### config.mk
export PLATFORM = sky130hd
export DESIGN_NAME = ahb_cmd_manager
export DESIGN_NICKNAME = d
export VERILOG_FILES = /design/src/rtl/ahb_cmd_manager.sv
export SDC_FILE = /design/constraint.sdc
export NUM_CORES = 1
export LEC_CHECK = 0
export BUFFER_PORTS_ARGS = -buffer_cell sky130_fd_sc_hd__buf_2
export CAP_MARGIN = 20
export CORE_MARGIN = 4
export CORE_UTILIZATION = 40
export DETAILED_ROUTE_END_ITERATION = 10
export HOLD_SLACK_MARGIN = 0.12
export PLACE_DENSITY = 0.67
export SLEW_MARGIN = 20
export SYNTH_ARGS = -nofsm -noshare
export SYNTH_HDL_FRONTEND = slang
export SYNTH_SLANG_ARGS = --single-unit
### constraint.sdc
create_clock -name hclk -period 2.4 [get_ports hclk]
set_input_delay 0.24 -clock hclk [delete_from_list [all_inputs] [get_ports hclk]]
set_output_delay 0.24 -clock hclk [all_outputs]
set_load 0.005 [all_outputs]
### src/rtl/ahb_cmd_manager.sv
// ahb_cmd_manager: command/data source to AHB-Lite manager issuing SINGLE or INCR bursts.
// Optional hready-stall timeout abort is enabled by defining AHB_CMD_MANAGER_TIMEOUT_EN.
module ahb_cmd_manager #(
    parameter int ADDRWIDTH = 32,
    parameter int DATAWIDTH = 32,
    parameter int MAXLEN    = 16,
    parameter int TIMEOUT   = 64
) (
    input  logic                 hclk,
    input  logic                 hreset,
    input  logic                 cmd_valid,
    output logic                 cmd_ready,
    input  logic                 cmd_write,
    input  logic [ADDRWIDTH-1:0] cmd_addr,
    input  logic [4:0]           cmd_len,
    input  logic [3:0]           cmd_wstrb,
    input  logic [DATAWIDTH-1:0] wr_data,
    output logic                 wr_strobe,
    output logic [DATAWIDTH-1:0] rd_data,
    output logic                 rd_valid,
    output logic                 done,
    output logic                 err,
    output logic                 hsel,
    output logic [ADDRWIDTH-1:0] haddr,
    output logic [1:0]           htrans,
    output logic                 hwrite,
    output logic [2:0]           hburst,
    output logic [2:0]           hsize,
    output logic                 hmastlock,
    output logic [3:0]           hwstrb,
    output logic [DATAWIDTH-1:0] hwdata,
    input  logic [DATAWIDTH-1:0] hrdata,
    input  logic                 hready,
    input  logic                 hresp
);
    typedef enum logic [1:0] {IDLE, ADDR, DATA_LAST, ABORT} state_t;
    localparam logic [1:0] TR_IDLE = 2'b00, TR_NONSEQ = 2'b10, TR_SEQ = 2'b11;

    state_t               state_q;
    logic                 cmd_ready_q, hwrite_q, rd_valid_q, done_q, err_q, dph_q;
    logic [1:0]           htrans_q;
    logic [2:0]           hburst_q;
    logic [3:0]           hwstrb_q, wstrb_q;
    logic [4:0]           cnt_q, len_d;
    logic [ADDRWIDTH-1:0] haddr_q, haddr_d;
    logic [DATAWIDTH-1:0] hwdata_q, rd_data_q;
    logic                 live, tmo, abort, adv;

    assign len_d     = (cmd_len == 5'd0) ? 5'd1 : (cmd_len > 5'(MAXLEN)) ? 5'(MAXLEN) : cmd_len;
    assign haddr_d   = haddr_q + ADDRWIDTH'(4);
    assign live      = (state_q == ADDR) || (state_q == DATA_LAST);
    assign abort     = tmo || (hresp && ((state_q == ADDR && dph_q) || state_q == DATA_LAST));
    assign adv       = (state_q == ADDR) && hready && !abort;
    assign wr_strobe = adv && hwrite_q;

    assign cmd_ready = cmd_ready_q;
    assign rd_data   = rd_data_q;
    assign rd_valid  = rd_valid_q;
    assign done      = done_q;
    assign err       = err_q;
    assign hsel      = htrans_q[1];
    assign haddr     = haddr_q;
    assign htrans    = htrans_q;
    assign hwrite    = hwrite_q;
    assign hburst    = hburst_q;
    assign hsize     = 3'b010;
    assign hmastlock = 1'b0;
    assign hwstrb    = hwstrb_q;
    assign hwdata    = hwdata_q;

`ifdef AHB_CMD_MANAGER_TIMEOUT_EN
    localparam int TW = $clog2(TIMEOUT + 1);
    logic [TW-1:0] to_q;
    assign tmo = live && !hready && (to_q == TW'(TIMEOUT - 1));
    // count consecutive stalled cycles of an outstanding transfer
    always_ff @(posedge hclk) begin
        if (hreset || !live || hready) to_q <= '0;
        else to_q <= to_q + TW'(1);
    end
`else
    assign tmo = (TIMEOUT < 0);
`endif

    // command sequencing: address phases, pipelined data phases, completion and abort
    always_ff @(posedge hclk) begin
        if (hreset) begin
            state_q     <= IDLE;
            cmd_ready_q <= 1'b1;
            htrans_q    <= TR_IDLE;
            haddr_q     <= '0;
            hwrite_q    <= 1'b0;
            hburst_q    <= 3'b000;
            hwstrb_q    <= '0;
            hwdata_q    <= '0;
            rd_valid_q  <= 1'b0;
            rd_data_q   <= '0;
            done_q      <= 1'b0;
            err_q       <= 1'b0;
            cnt_q       <= '0;
            dph_q       <= 1'b0;
            wstrb_q     <= '0;
        end else begin
            rd_valid_q <= 1'b0;
            done_q     <= 1'b0;
            err_q      <= 1'b0;
            case (state_q)
                IDLE: begin
                    cmd_ready_q <= 1'b1;
                    if (cmd_valid && cmd_ready_q) begin
                        state_q     <= ADDR;
                        cmd_ready_q <= 1'b0;
                        htrans_q    <= TR_NONSEQ;
                        haddr_q     <= cmd_addr & ~ADDRWIDTH'(3);
                        hwrite_q    <= cmd_write;
                        hburst_q    <= (len_d == 5'd1) ? 3'b000 : 3'b001;
                        cnt_q       <= len_d;
                        wstrb_q     <= cmd_wstrb;
                        dph_q       <= 1'b0;
                    end
                end
                ADDR: begin
                    if (abort) begin
                        state_q  <= ABORT;
                        htrans_q <= TR_IDLE;
                    end else if (hready) begin
                        if (dph_q && !hwrite_q) begin
                            rd_valid_q <= 1'b1;
                            rd_data_q  <= hrdata;
                        end
                        if (hwrite_q) begin
                            hwdata_q <= wr_data;
                            hwstrb_q <= wstrb_q;
                        end
                        dph_q <= 1'b1;
                        if (cnt_q > 5'd1) begin
                            cnt_q    <= cnt_q - 5'd1;
                            haddr_q  <= haddr_d;
                            htrans_q <= (haddr_d[9:0] == 10'd0) ? TR_NONSEQ : TR_SEQ;
                        end else begin
                            state_q  <= DATA_LAST;
                            htrans_q <= TR_IDLE;
                        end
                    end
                end
                DATA_LAST: begin
                    if (abort) begin
                        state_q <= ABORT;
                    end else if (hready) begin
                        state_q <= IDLE;
                        done_q  <= 1'b1;
                        if (!hwrite_q) begin
                            rd_valid_q <= 1'b1;
                            rd_data_q  <= hrdata;
                        end
                    end
                end
                ABORT: begin
                    state_q <= IDLE;
                    done_q  <= 1'b1;
                    err_q   <= 1'b1;
                end
            endcase
        end
    end
endmodule

# Yosys cells after proc, flatten, opt, wreduce, memory -nomap -nowiden
# Index checks and enable logic that the tools add are counted.
# totals
in_bits	111
regBits	122
output_inout_bits	116
elab_cells	106
# classes
addsub	2
reduce_logical	22
order_cmp	2
muxes	49
n_eq_ne	15
bitwise_logic	1
# ops
cell	count
$mux 32	10
$pmux 32 s2	2
$add 32x3->32 const B	1
$mux 5	6
$mux 2	10
$mux 1	15
$ne 2x2->1 const B	6
$reduce_and 4->1	3
$logic_not 10->1	1
$pmux 5 s2	1
$ne 3x3->1 const B	3
$pmux 2 s4	1
$logic_and 1x1->1	7
$reduce_and 7->1	1
$pmux 1 s2	3
$eq 5x1->1 const B	1
$gt 5x1->1 const B	1
$gt 5x5->1 const B	1
$logic_not 5->1	1
$reduce_and 5->1	1
$sub 5x1->5 const B	1
$eq 2x2->1 const B	2
$ne 2x1->1 const B	2
$pmux 2 s2	1
other kinds (8)	10

# Logic depth before layout (Yosys ltp)
# Gate-level depths: netlist of the first run.
# logic_depth
word_depth	7
ltp_mapped	9
mapped_depth_nobuf	7

# Least setup slack after synthesis of the first run
# No wires, ideal clock.
# synth_timing
kind	register to register
startpoint	reg state_q[0]
endpoint	reg haddr_q[26], in the netlist haddr[26]
required_ns	2.329
stages_incl_launch_ff	9
path_buffers	1
setup_time_ns	0.071
setup_slack_ns	0.160
arrival_time_ns	2.170
period_less_slack_ns	2.240
cell_sequence	dfxtp_1 -> inv_1 -> ha_1 -> a21o_1 -> a221o_1 -> buf_2 -> or4_1 -> mux2_2 -> a21oi_1
# synth_via
elab_chain_cells	6
elab_cells_between_ends	13
classes_between	eq/ne: 6; mux: 1; reduce/logical: 6
# synth_lines
item	line	source
from (decl)	39	state_t state_q;
from (signal assigned)	87	state_q <= IDLE;
from (signal assigned)	110	state_q <= ADDR;
from (signal assigned)	123	state_q <= ABORT;
$eq 2x1->1	52, 106	
$logic_and 1x1->1	52	assign abort = tmo || (hresp && ((state_q == ADDR && dph_q) || state_q == DATA_LAST));
$logic_or 1x1->1	52	
$logic_and 1x1->1	52	
$ne 2x2->1 (no source line)	-	
$reduce_and 5->1 (no source line)	-	
to (signal assigned)	113	haddr_q <= cmd_addr & ~ADDRWIDTH'(3);
to (signal assigned)	137	haddr_q <= haddr_d;
to (decl)	45	logic [ADDRWIDTH-1:0] haddr_q, haddr_d;
# Parallel ways exist; a longest one is shown, timed or not.
# A chain may end at the register's enable or synchronous reset.

# Worst setup path in the final report of the first run
# layout_timing
startpoint	reg state_q[0]
endpoint	out wr_strobe
# layout_via
elab_chain_cells	7
elab_cells_between_ends	9
classes_between	eq/ne: 2; reduce/logical: 7
# layout_lines
item	line	source
$eq 2x1->1	52, 53	
$logic_and 1x1->1	52	
$logic_or 1x1->1	52	
$logic_and 1x1->1	52	
$logic_not 1->1	53	assign adv = (state_q == ADDR) && hready && !abort;
$logic_and 1x1->1 *	53	
$logic_and 1x1->1 *	54	assign wr_strobe = adv && hwrite_q;
to (decl)	18	output logic wr_strobe,
# Mark *: on every way between the ends. The rest lies on a longest branch, timed or not.

==> results.py, run 1 <==
metrics = {
    "outcome": {
        "status": "finished, final reports clean",
    },
    "synthesis": {
        "synth_enable_flop_cells": 0,
        "ys_warn_count": 0,
        "ys_async_sr_fraction_pct": 0,
        "synth_ff_type": "dfxtp_1",
        "ys_seq_area_share_pct": 42.8,
        "ys_ff_latch": 118,
        "synth_area_sq_um": 5520,
        "synthCells": 667,
        "syn_area_per_cell_sq_um": 8.27,
        "ys_types": 60,
    },
    "critical_path": {
        "critical_path.top_delay_family": "buffers and inverters",
        "endpoint_kind": "primary output",
        "critPathBufInv": 4,
        "cp_slowest_cell": "dfxtp_2",
        "crit_chain": "inv_1 > ha_1 > a21o_1 > buf_4 > a21oi_2 > and3_4 > buf_8 > buf_2",
        "critPathRequiredTime_ps": 2160,
        "worstPathMaxFanout": 9,
        "critical_path_arrival_ps": 2040,
        "critical_path_class": "reg -> out",
        "start_kind": "flop",
        "crit_path_max_incr_delay_ps": 350,
    },
    "cts": {
        "cts.sinks": 118,
        "tritoncts": "done",
        "insertion_delay_ps": 410,
        "cts_inserted_buffers": 17,
        "ctsRootBufferMaster": "clkbuf_16",
        "path_clk_slew_ps": 50,
        "h-tree-depth": 4,
        "cts_buffer_depth": 2,
    },
    "grt": {
        "grt_max_degree": 64,
        "grt.total_usage_pct": 22.9,
        "grt_pass1_wl_mm": 30.1,
        "grt_overflow": 0,
        "antenna_found_initial": 0,
        "grt_pass1_vias": 6027,
    },
    "timing": {
        "fin_ws_ps": 116,
        "period_share_pct": 95.2,
        "finalHoldViolCount": 0,
        "max_freq_mhz": 438,
        "maxSlewHeadroom_pct": 51.0,
        "finalCriticalPeriod_ps": 2280,
        "skew_ps": 5.77,
        "finalSetupViolations": 0,
        "maxSlewViolCount": 0,
        "worst_pin_slew_ps": 735,
        "worst_hold_slack_ps": 131,
        "rsz0062_at_grt": "no",
    },
    "placed_design": {
        "io_buffer_count": 216,
        "dp_worst_setup_slack_ps": -2.55,
        "dp_cells": 1048,
        "post_dp_cell_area_sq_um": 6910,
        "gp_congestion": 0.847,
        "dp_hpwl_mm": 11.9,
    },
    "final_layout": {
        "nets": 1088,
        "instances_no_fill": 1160,
        "areaGrowthSynthToFinish_pct": 51.7,
        "fillers": 1145,
        "final_cell_area_sq_um": 8370,
        "utilization_pct": 62.7,
        "layout-drive-gt1-share_pct": 31.3,
    },
    "run": {
        "max_cap_viol_count": 0,
    },
    "die": {
        "pin_count": 227,
        "rows": 42,
        "core_area_sq_um": 13300,
        "die_w_um": 125,
        "die_area_sq_um": 15700,
        "initial_core_util_pct": 41.3,
        "die_y_um": 125,
    },
    "detailed_routing": {
        "wl_per_cell_um": 15.9,
        "routed_wl_mm": 18.4,
        "via_per_inst": 5.32,
        "num_vias": 6168,
        "firstDrtPassIters": 5,
        "drtIter0Drc": 444,
        "drc_errors": 0,
        "final_antenna_net_count": 0,
    },
    "power_and_ir_drop": {
        "power_leakage_nw": 3.57,
        "powerDensity_nw_per_um2": 945,
        "ir_worst_vdd_mv": 0.549,
    },
    "worst_hold_path": {
        "hp-class": "in -> reg",
    },
}
[worst reg2reg max path: stages, from the launching register on]
cell and delay, ps:
dfxtp_2 350, inv_1 80, ha_1 210, a21o_1 200
a221o_2 450, or4_1 500, mux2_2 280, a21oi_1 130
[power breakdown]
| group | total (mW) | switching (mW) | internal (mW) |
|---|---|---|---|
| Sequential | 2.52 | 0.279 | 2.24 |
| Combinational | 2.76 | 1.56 | 1.20 |
| Clock | 2.63 | 0.910 | 1.72 |
[layout make-up]
class / instances / area [sq um] / share of cell area, %
Antenna cell: 1 / 2.50 / 0.0299
Tap cell: 176 / 220 / 2.63
Clock buffer: 22 / 474 / 5.67
Clock inverter: 10 / 144 / 1.72
Timing Repair Buffer: 336 / 2220 / 26.5
Multi-Input combinational cell: 484 / 2890 / 34.5
Inverter: 13 / 52.6 / 0.628
Sequential cell: 118 / 2370 / 28.3
[cell families after synthesis]
| family | after synthesis | synth area share, % |
|---|---|---|
| adders and majority gates | 7 | 1.59 |
| buffers and inverters | 72 | 5.94 |
| muxes | 41 | 7.48 |
| AOI/OAI and AO/OA | 171 | 19.8 |
| other | 2 | 0.136 |
| and+or+nand+nor | 256 | 22.2 |
| DFF | 118 | 42.8 |
[layer usage]
metal,global-route usage (%),vias to the layer above,wire length (um)
li1,-,3009,-
met1,29.4,2866,8000
met2,37.4,262,8770
met3,5.80,31,1300
met4,8.10,0,370
met5,0,-,0
[repair_timing]
| item | CTS | global route |
|---|---|---|
| resized for setup | 4 | 14 |
| gates cloned | 0 | 1 |
| buffers inserted | 1 | 1 |
| pin swaps | 0 | 2 |
| hold buffers | 76 | 0 |
| endpoints found under the setup margin | 4 | 11 |
| endpoints found under the hold margin | 76 | 0 |
[sequential cells by signal (all words and copies together) (netlist names), 2 cells and up]
| signal | count |
|---|---|
| haddr | 30 |
| hwstrb | 4 |
| wstrb_q | 4 |
| cnt_q | 5 |
| hwdata | 32 |
| state_q | 2 |
| htrans | 2 |
| rd_data | 32 |
[worst paths after layout]
check | start | to | slack [ps] | cells past startpoint
worst max-delay path | state_q[0]$_SDFFE_PP0P_ | wr_strobe | 120 | 8
worst min-delay path | cmd_addr[5] | haddr[5]$_SDFFE_PP0P_ | 130 | 3
worst max register to register | state_q[0]$_SDFFE_PP0P_ | haddr[26]$_SDFFE_PP0P_ | 130 | 7
worst min register to register | rd_data[30]$_SDFFE_PP0P_ | rd_data[30]$_SDFFE_PP0P_ | 450 | 2
[metrics by stage]
stage | TNS, ps | total power, mW
finish | 0 | 7.91
global route | 0 | 8.37
CTS | 0 | 7.82
detailed placement | -3.16 | 5.05
global placement | 0 | 5.03
floorplan | 0 | 4.01
[layout by cell type (no fill, tap or decap), types with 15 or more instances in the layout]
master / n
clkbuf_16: 17
a21oi_1: 71
buf_2: 215
mux2i_1: 39
nor2_1: 57
dlygate4sd3_1: 76
buf_4: 41
a22oi_1: 18
nand4_1: 16
dfxtp_1: 115
nand3_1: 15
nand2_1: 102
[cell usage after synthesis (all sizes together), types with 3 or more instances]
cell | n | area share [%]
nand2 | 102 | 6.9
mux2i | 39 | 7.1
and2 | 4 | 0.45
nand4 | 17 | 2.2
nand3 | 15 | 1.4
inv | 13 | 0.88
o211ai | 6 | 0.82
buf | 22 | 2.5
a2111oi | 3 | 0.48
o21ai | 12 | 1.1
nand2b | 6 | 0.68
or3 | 7 | 0.79
or4 | 6 | 0.88
a31oi | 7 | 0.79
a22oi | 18 | 2.4
a211oi | 6 | 0.82
o22ai | 14 | 1.6
nor4 | 6 | 0.68
a21oi | 72 | 6.5
and4 | 9 | 1.4
clkbuf | 37 | 2.5
dfxtp | 118 | 43
nor2 | 57 | 3.9
o31a | 3 | 0.48
ha | 7 | 1.6
a21o | 3 | 0.41
a221oi | 4 | 0.63
and3 | 6 | 0.68
nor3 | 13 | 1.2
Power figures use the tool's default switching activity.
==> run 2: changes to the inputs <==
==> constraint.sdc (replaced) <==
create_clock -name hclk -period 2.4 [get_ports hclk]
set_input_delay 0.24 -clock hclk [delete_from_list [all_inputs] [get_ports hclk]]
set_output_delay 0.24 -clock hclk [all_outputs]
set_load 0.05 [all_outputs]
==> results.py, run 2 (synthesis gave the netlist of run 1 again) <==
metrics = {
    "grt": {
        "grt_pass1_wl_mm": 29.8,
        "grt_overflow": 0,
        "grt_pass1_vias": 6043,
        "antenna_found_initial": 2,
        "grt.total_usage_pct": 22.7,
        "grt_max_degree": 61,
    },
    "timing": {
        "maxSlewHeadroom_pct": 58.3,
        "max_freq_mhz": 433,
        "worst_pin_slew_ps": 625,
        "finalSetupViolations": 0,
        "period_share_pct": 96.1,
        "finalHoldViolCount": 0,
        "finalCriticalPeriod_ps": 2310,
        "fin_ws_ps": 93.0,
        "skew_ps": 6.66,
        "maxSlewViolCount": 0,
    },
    "power_and_ir_drop": {
        "ir_worst_vdd_mv": 0.706,
        "power_leakage_nw": 3.58,
        "powerDensity_nw_per_um2": 1010,
    },
    "critical_path": {
        "worstReg2RegStart": "cnt_q[1]$_SDFFE_PP0P_",
        "crit_start": "cnt_q[1]$_SDFFE_PP0P_",
        "r2r_end": "cnt_q[1]$_SDFFE_PP0P_",
        "endpoint_kind": "flop",
        "reg2reg_depth": 9,
        "worstPathMaxFanout": 18,
        "critPathRequiredTime_ps": 2660,
        "critical_path_class": "reg -> reg",
        "crit_end": "cnt_q[1]$_SDFFE_PP0P_",
        "start_kind": "flop",
        "rrSetupSlack_ps": 90,
        "critical_path_arrival_ps": 2570,
    },
    "placed_design": {
        "gp_congestion": 0.842,
        "dp_hpwl_mm": 11.7,
        "dp_worst_setup_slack_ps": 0.176,
        "io_buffer_count": 216,
    },
    "detailed_routing": {
        "drc_errors": 0,
        "via_per_inst": 5.27,
        "final_antenna_net_count": 0,
        "firstDrtPassIters": 6,
        "num_vias": 6142,
        "wl_per_cell_um": 15.6,
        "routed_wl_mm": 18.2,
        "drtIter0Drc": 432,
    },
    "die": {
        "initial_core_util_pct": 41.3,
        "die_y_um": 125,
        "core_area_sq_um": 13300,
        "die_w_um": 125,
        "pin_count": 227,
        "rows": 42,
        "die_area_sq_um": 15700,
    },
    "final_layout": {
        "layout_common_cells": "buf_2 (214), dfxtp_1 (114), nand2_1 (102)",
        "fillers": 1131,
        "nets": 1093,
        "utilization_pct": 63.0,
        "layout-drive-gt1-share_pct": 31.9,
        "final_common_cell": "buf_2",
        "areaGrowthSynthToFinish_pct": 52.6,
    },
    "cts": {
        "cts_buffer_depth": 2,
        "path_clk_slew_ps": 50,
        "insertion_delay_ps": 410,
        "ctsRootBufferMaster": "clkbuf_16",
        "cts.sinks": 118,
        "cts_inserted_buffers": 17,
        "h-tree-depth": 4,
        "tritoncts": "done",
    },
    "worst_hold_path": {
        "hp-class": "in -> reg",
    },
    "outcome": {
        "status": "finished, final reports clean",
    },
    "run": {
        "max_cap_viol_count": 0,
    },
}
run 2: cell types whose count changed in the layout (fill, tap and decap cells not counted), moves of 2 or more:
cell,delta
a22oi_1,-2
a22oi_2,+2
clkbuf_1,-2
clkinv_2,+3
clkinvlp_4,+2
dlygate4sd3_1,+4
o21ai_0,-2
o21ai_1,+2
run 2: how the worst min path moves through the flow:
stage / from / end / slack, ps / cells past startpoint
CTS: cmd_addr[7] / haddr[7]$_SDFFE_PP0P_ / 130 / 3
detailed placement: rd_data[15]$_SDFFE_PP0P_ / rd_data[15]$_SDFFE_PP0P_ / 440 / 2
finish: cmd_addr[9] / haddr[9]$_SDFFE_PP0P_ / 150 / 3
global route: cmd_addr[15] / haddr[15]$_SDFFE_PP0P_ / 170 / 3
floorplan: cmd_wstrb[0] / wstrb_q[0]$_SDFFE_PP0P_ / 380 / 2
global placement: rd_data[15]$_SDFFE_PP0P_ / rd_data[15]$_SDFFE_PP0P_ / 440 / 2
run 2: repair_timing:
item	CTS	global route
setup endpoints to repair	4	16
buffers inserted	0	7
pin swaps	0	1
gates resized for setup	3	17
hold buffers	80	0
gates cloned	0	0
hold endpoints to repair	80	0
run 2: power breakdown:
group	leakage (nW)	switching, mW	total [mW]	internal, mW
clock	0.280	0.910	2.51	1.60
combinational	2.34	2.25	3.45	1.20
sequential	0.959	0.309	2.55	2.24
run 2: per-stage QoR:
stage                     TNS (ps)  total power, mW  instances  cell area [sq um]  hold slack, ps
after floorplan                  0             4.76        673               5540             376
after global placement           0             5.73       1045               6900             439
after detailed placement         0             5.75       1045               6900             445
after CTS                        0             8.40       1157               8310             130
after global routing         -5.56             8.99       1165               8420             165
final                            0             8.51       1165               8420             152
run 2: per-layer routing:
metal | global-route usage, % | part of all wire (%)
met1 | 28.7 | 42
met2 | 37.4 | 48
met3 | 6.82 | 8.0
met4 | 6.89 | 1.7
met5 | 0 | 0.071
run 2: critical path, stage by stage, from the launching register on:
cell and delay [ps]:
dfxtp_1 360, inv_1 100, ha_1 180, o21bai_2 220, a221o_2 440, buf_4 190
a21o_1 210, buf_12 160, a221oi_1 210, a211oi_1 80
run 2: area by class of cell:
cell class / instances / area (sq um) / area share, %
multi-input combinational: 483 / 2890 / 34.3
sequential: 118 / 2370 / 28.1
timing repair buffer: 342 / 2290 / 27.3
clock buffer: 20 / 467 / 5.55
tap: 176 / 220 / 2.62
clock inverter: 12 / 126 / 1.50
inverter: 13 / 52.6 / 0.624
antenna: 1 / 2.50 / 0.0297
==> run 3: changes to the inputs <==
--- a/config.mk
+++ b/config.mk
@@ -8,10 +8,11 @@
 export BUFFER_PORTS_ARGS = -buffer_cell sky130_fd_sc_hd__buf_2
 export CAP_MARGIN = 20
 export CORE_MARGIN = 4
-export CORE_UTILIZATION = 40
+export CORE_UTILIZATION = 44
 export DETAILED_ROUTE_END_ITERATION = 10
+export GPL_TIMING_DRIVEN = 0
 export HOLD_SLACK_MARGIN = 0.12
-export PLACE_DENSITY = 0.67
+export PLACE_DENSITY = 0.73
 export SLEW_MARGIN = 20
 export SYNTH_ARGS = -nofsm -noshare
 export SYNTH_HDL_FRONTEND = slang
==> results.py, run 3 (synthesis gave the netlist of run 1 again) <==
metrics = {
    "cts": {
        "tritoncts": "done",
        "ctsRootBufferMaster": "clkbuf_16",
        "insertion_delay_ps": 420,
        "path_clk_slew_ps": 50,
        "h-tree-depth": 4,
        "cts_buffer_depth": 2,
        "cts_inserted_buffers": 17,
        "cts.sinks": 118,
    },
    "power_and_ir_drop": {
        "comb_power_share_pct": 40.1,
        "clkPwrFrac_pct": 29.9,
        "p_seq_share_pct": 30.0,
        "p_switching_mw": 3.60,
        "ir_worst_vdd_mv": 0.529,
        "p_int_mw": 5.04,
        "power_leakage_nw": 3.56,
        "powerDensity_nw_per_um2": 1030,
        "p_sw_share_pct": 41.7,
        "total_power_mw": 8.64,
    },
    "critical_path": {
        "rrSetupSlack_ps": 50,
        "critPathRequiredTime_ps": 2750,
        "worstPathMaxFanout": 10,
        "start_kind": "flop",
        "endpoint_kind": "flop",
        "worstReg2RegStart": "state_q[1]$_SDFFE_PP0P_",
        "reg2reg_depth": 8,
        "crit_start": "state_q[1]$_SDFFE_PP0P_",
        "r2r_end": "haddr[26]$_SDFFE_PP0P_",
        "critical_path_arrival_ps": 2700,
        "critical_path_class": "reg -> reg",
    },
    "final_layout": {
        "nets": 1106,
        "fillers": 985,
        "layout_common_cells": "buf_2 (221), dfxtp_1 (113), nand2_1 (102)",
        "diodes": 0,
        "layout-drive-gt1-share_pct": 31.1,
        "final_common_cell": "buf_2",
        "areaGrowthSynthToFinish_pct": 52.4,
        "final_cell_area_sq_um": 8410,
    },
    "placed_design": {
        "io_buffer_count": 215,
        "dp_hpwl_mm": 13.0,
        "dp_worst_setup_slack_ps": -332,
        "gp_congestion": 0.916,
        "post_dp_cell_area_sq_um": 6830,
    },
    "die": {
        "rows": 40,
        "die_y_um": 120,
        "pin_count": 227,
        "initial_core_util_pct": 45.4,
        "die_w_um": 120,
        "die_area_sq_um": 14400,
        "core_area_sq_um": 12200,
    },
    "timing": {
        "finalSetupViolations": 0,
        "skew_ps": 7.43,
        "maxSlewHeadroom_pct": 46.0,
        "finalHoldViolCount": 0,
        "maxSlewViolCount": 0,
        "worst_pin_slew_ps": 804,
        "fin_ws_ps": 52.2,
        "tns_ps": 0,
        "finalCriticalPeriod_ps": 2350,
        "max_freq_mhz": 426,
        "worst_hold_slack_ps": 126,
        "period_share_pct": 97.8,
    },
    "detailed_routing": {
        "wl_per_cell_um": 17.3,
        "drc_errors": 0,
        "via_per_inst": 5.48,
        "final_antenna_net_count": 0,
        "drtIter0Drc": 569,
        "firstDrtPassIters": 6,
        "routed_wl_mm": 20.3,
        "num_vias": 6405,
    },
    "worst_hold_path": {
        "hold_depth": 3,
        "hp-class": "in -> reg",
        "hold_start": "cmd_addr[23]",
        "hold_end": "haddr[23]$_SDFFE_PP0P_",
    },
    "run": {
        "max_cap_viol_count": 0,
    },
    "grt": {
        "grt_max_degree": 17,
        "antenna_found_initial": 1,
        "grt_pass1_wl_mm": 31.6,
        "grt.total_usage_pct": 27.3,
        "grt_pass1_vias": 6308,
        "grt_overflow": 0,
    },
    "outcome": {
        "status": "finished, final reports clean",
    },
}
-- run 3: through the flow --
step | util (%) | cells
2_1_floorplan | - | 673
3_3_place_gp | 56.1 | 1056
6_report | 69.1 | 1169
3_5_place_dp | 56.1 | 1056
4_1_cts | 68.3 | 1166
5_1_grt | 69.1 | 1169
-- run 3: repair_timing --
item,in CTS,in global routing
setup endpoints to repair,68,34
buffers inserted,2,4
gates resized for setup,30,29
hold buffers,76,0
hold endpoints to repair,76,0
pin swaps,2,1
cloned,0,0
-- run 3: metal layers --
| metal | track usage (%) | part of all wire [%] |
|---|---|---|
| met1 | 32.8 | 40 |
| met2 | 45.0 | 48 |
| met3 | 8.29 | 8.7 |
| met4 | 11.8 | 3.0 |
| met5 | 0 | 0.039 |
-- run 3: layout make-up --
cell class	instances	area (sq um)	share of cell area, %
plain buffers	58	325	3.87
clock buffers	25	515	6.13
clock inverters	7	91.3	1.09
inverters	13	48.8	0.580
multi-input cells	483	2950	35.1
flip-flops and latches	118	2370	28.2
well taps	168	210	2.50
repair buffers	297	1900	22.6
-- run 3: power by group through the flow --
stage / combinational, mW / clock, mW / sequential, mW
6_report: 3.46 / 2.58 / 2.59
3_3_place_gp: 3.07 / 0 / 2.58
4_1_cts: 3.31 / 2.60 / 2.55
5_1_grt: 3.71 / 2.69 / 2.64
3_5_place_dp: 3.08 / 0 / 2.58
2_1_floorplan: 1.53 / 0 / 3.23
-- run 3: worst max-delay path by stage --
| stage | slack [ps] | cells past startpoint | endpoint |
|---|---|---|---|
| 2_1_floorplan | 30 | 7 | haddr[30]$_SDFFE_PP0P_ |
| 3_3_place_gp | -350 | 8 | haddr[21]$_SDFFE_PP0P_ |
| 3_5_place_dp | -330 | 8 | haddr[21]$_SDFFE_PP0P_ |
| 4_1_cts | -30 | 8 | wr_strobe |
| 5_1_grt | -10 | 8 | haddr[27]$_SDFFE_PP0P_ |
| 6_report | 50 | 8 | haddr[26]$_SDFFE_PP0P_ |
-- run 3: critical path, stage by stage, from the launching register on --
cell and delay, ps:
dfxtp_2 370, inv_2 70, ha_2 200, a21o_4 230
a221o_1 370, buf_6 160, or4_1 460, mux2_2 280
a21oi_1 130
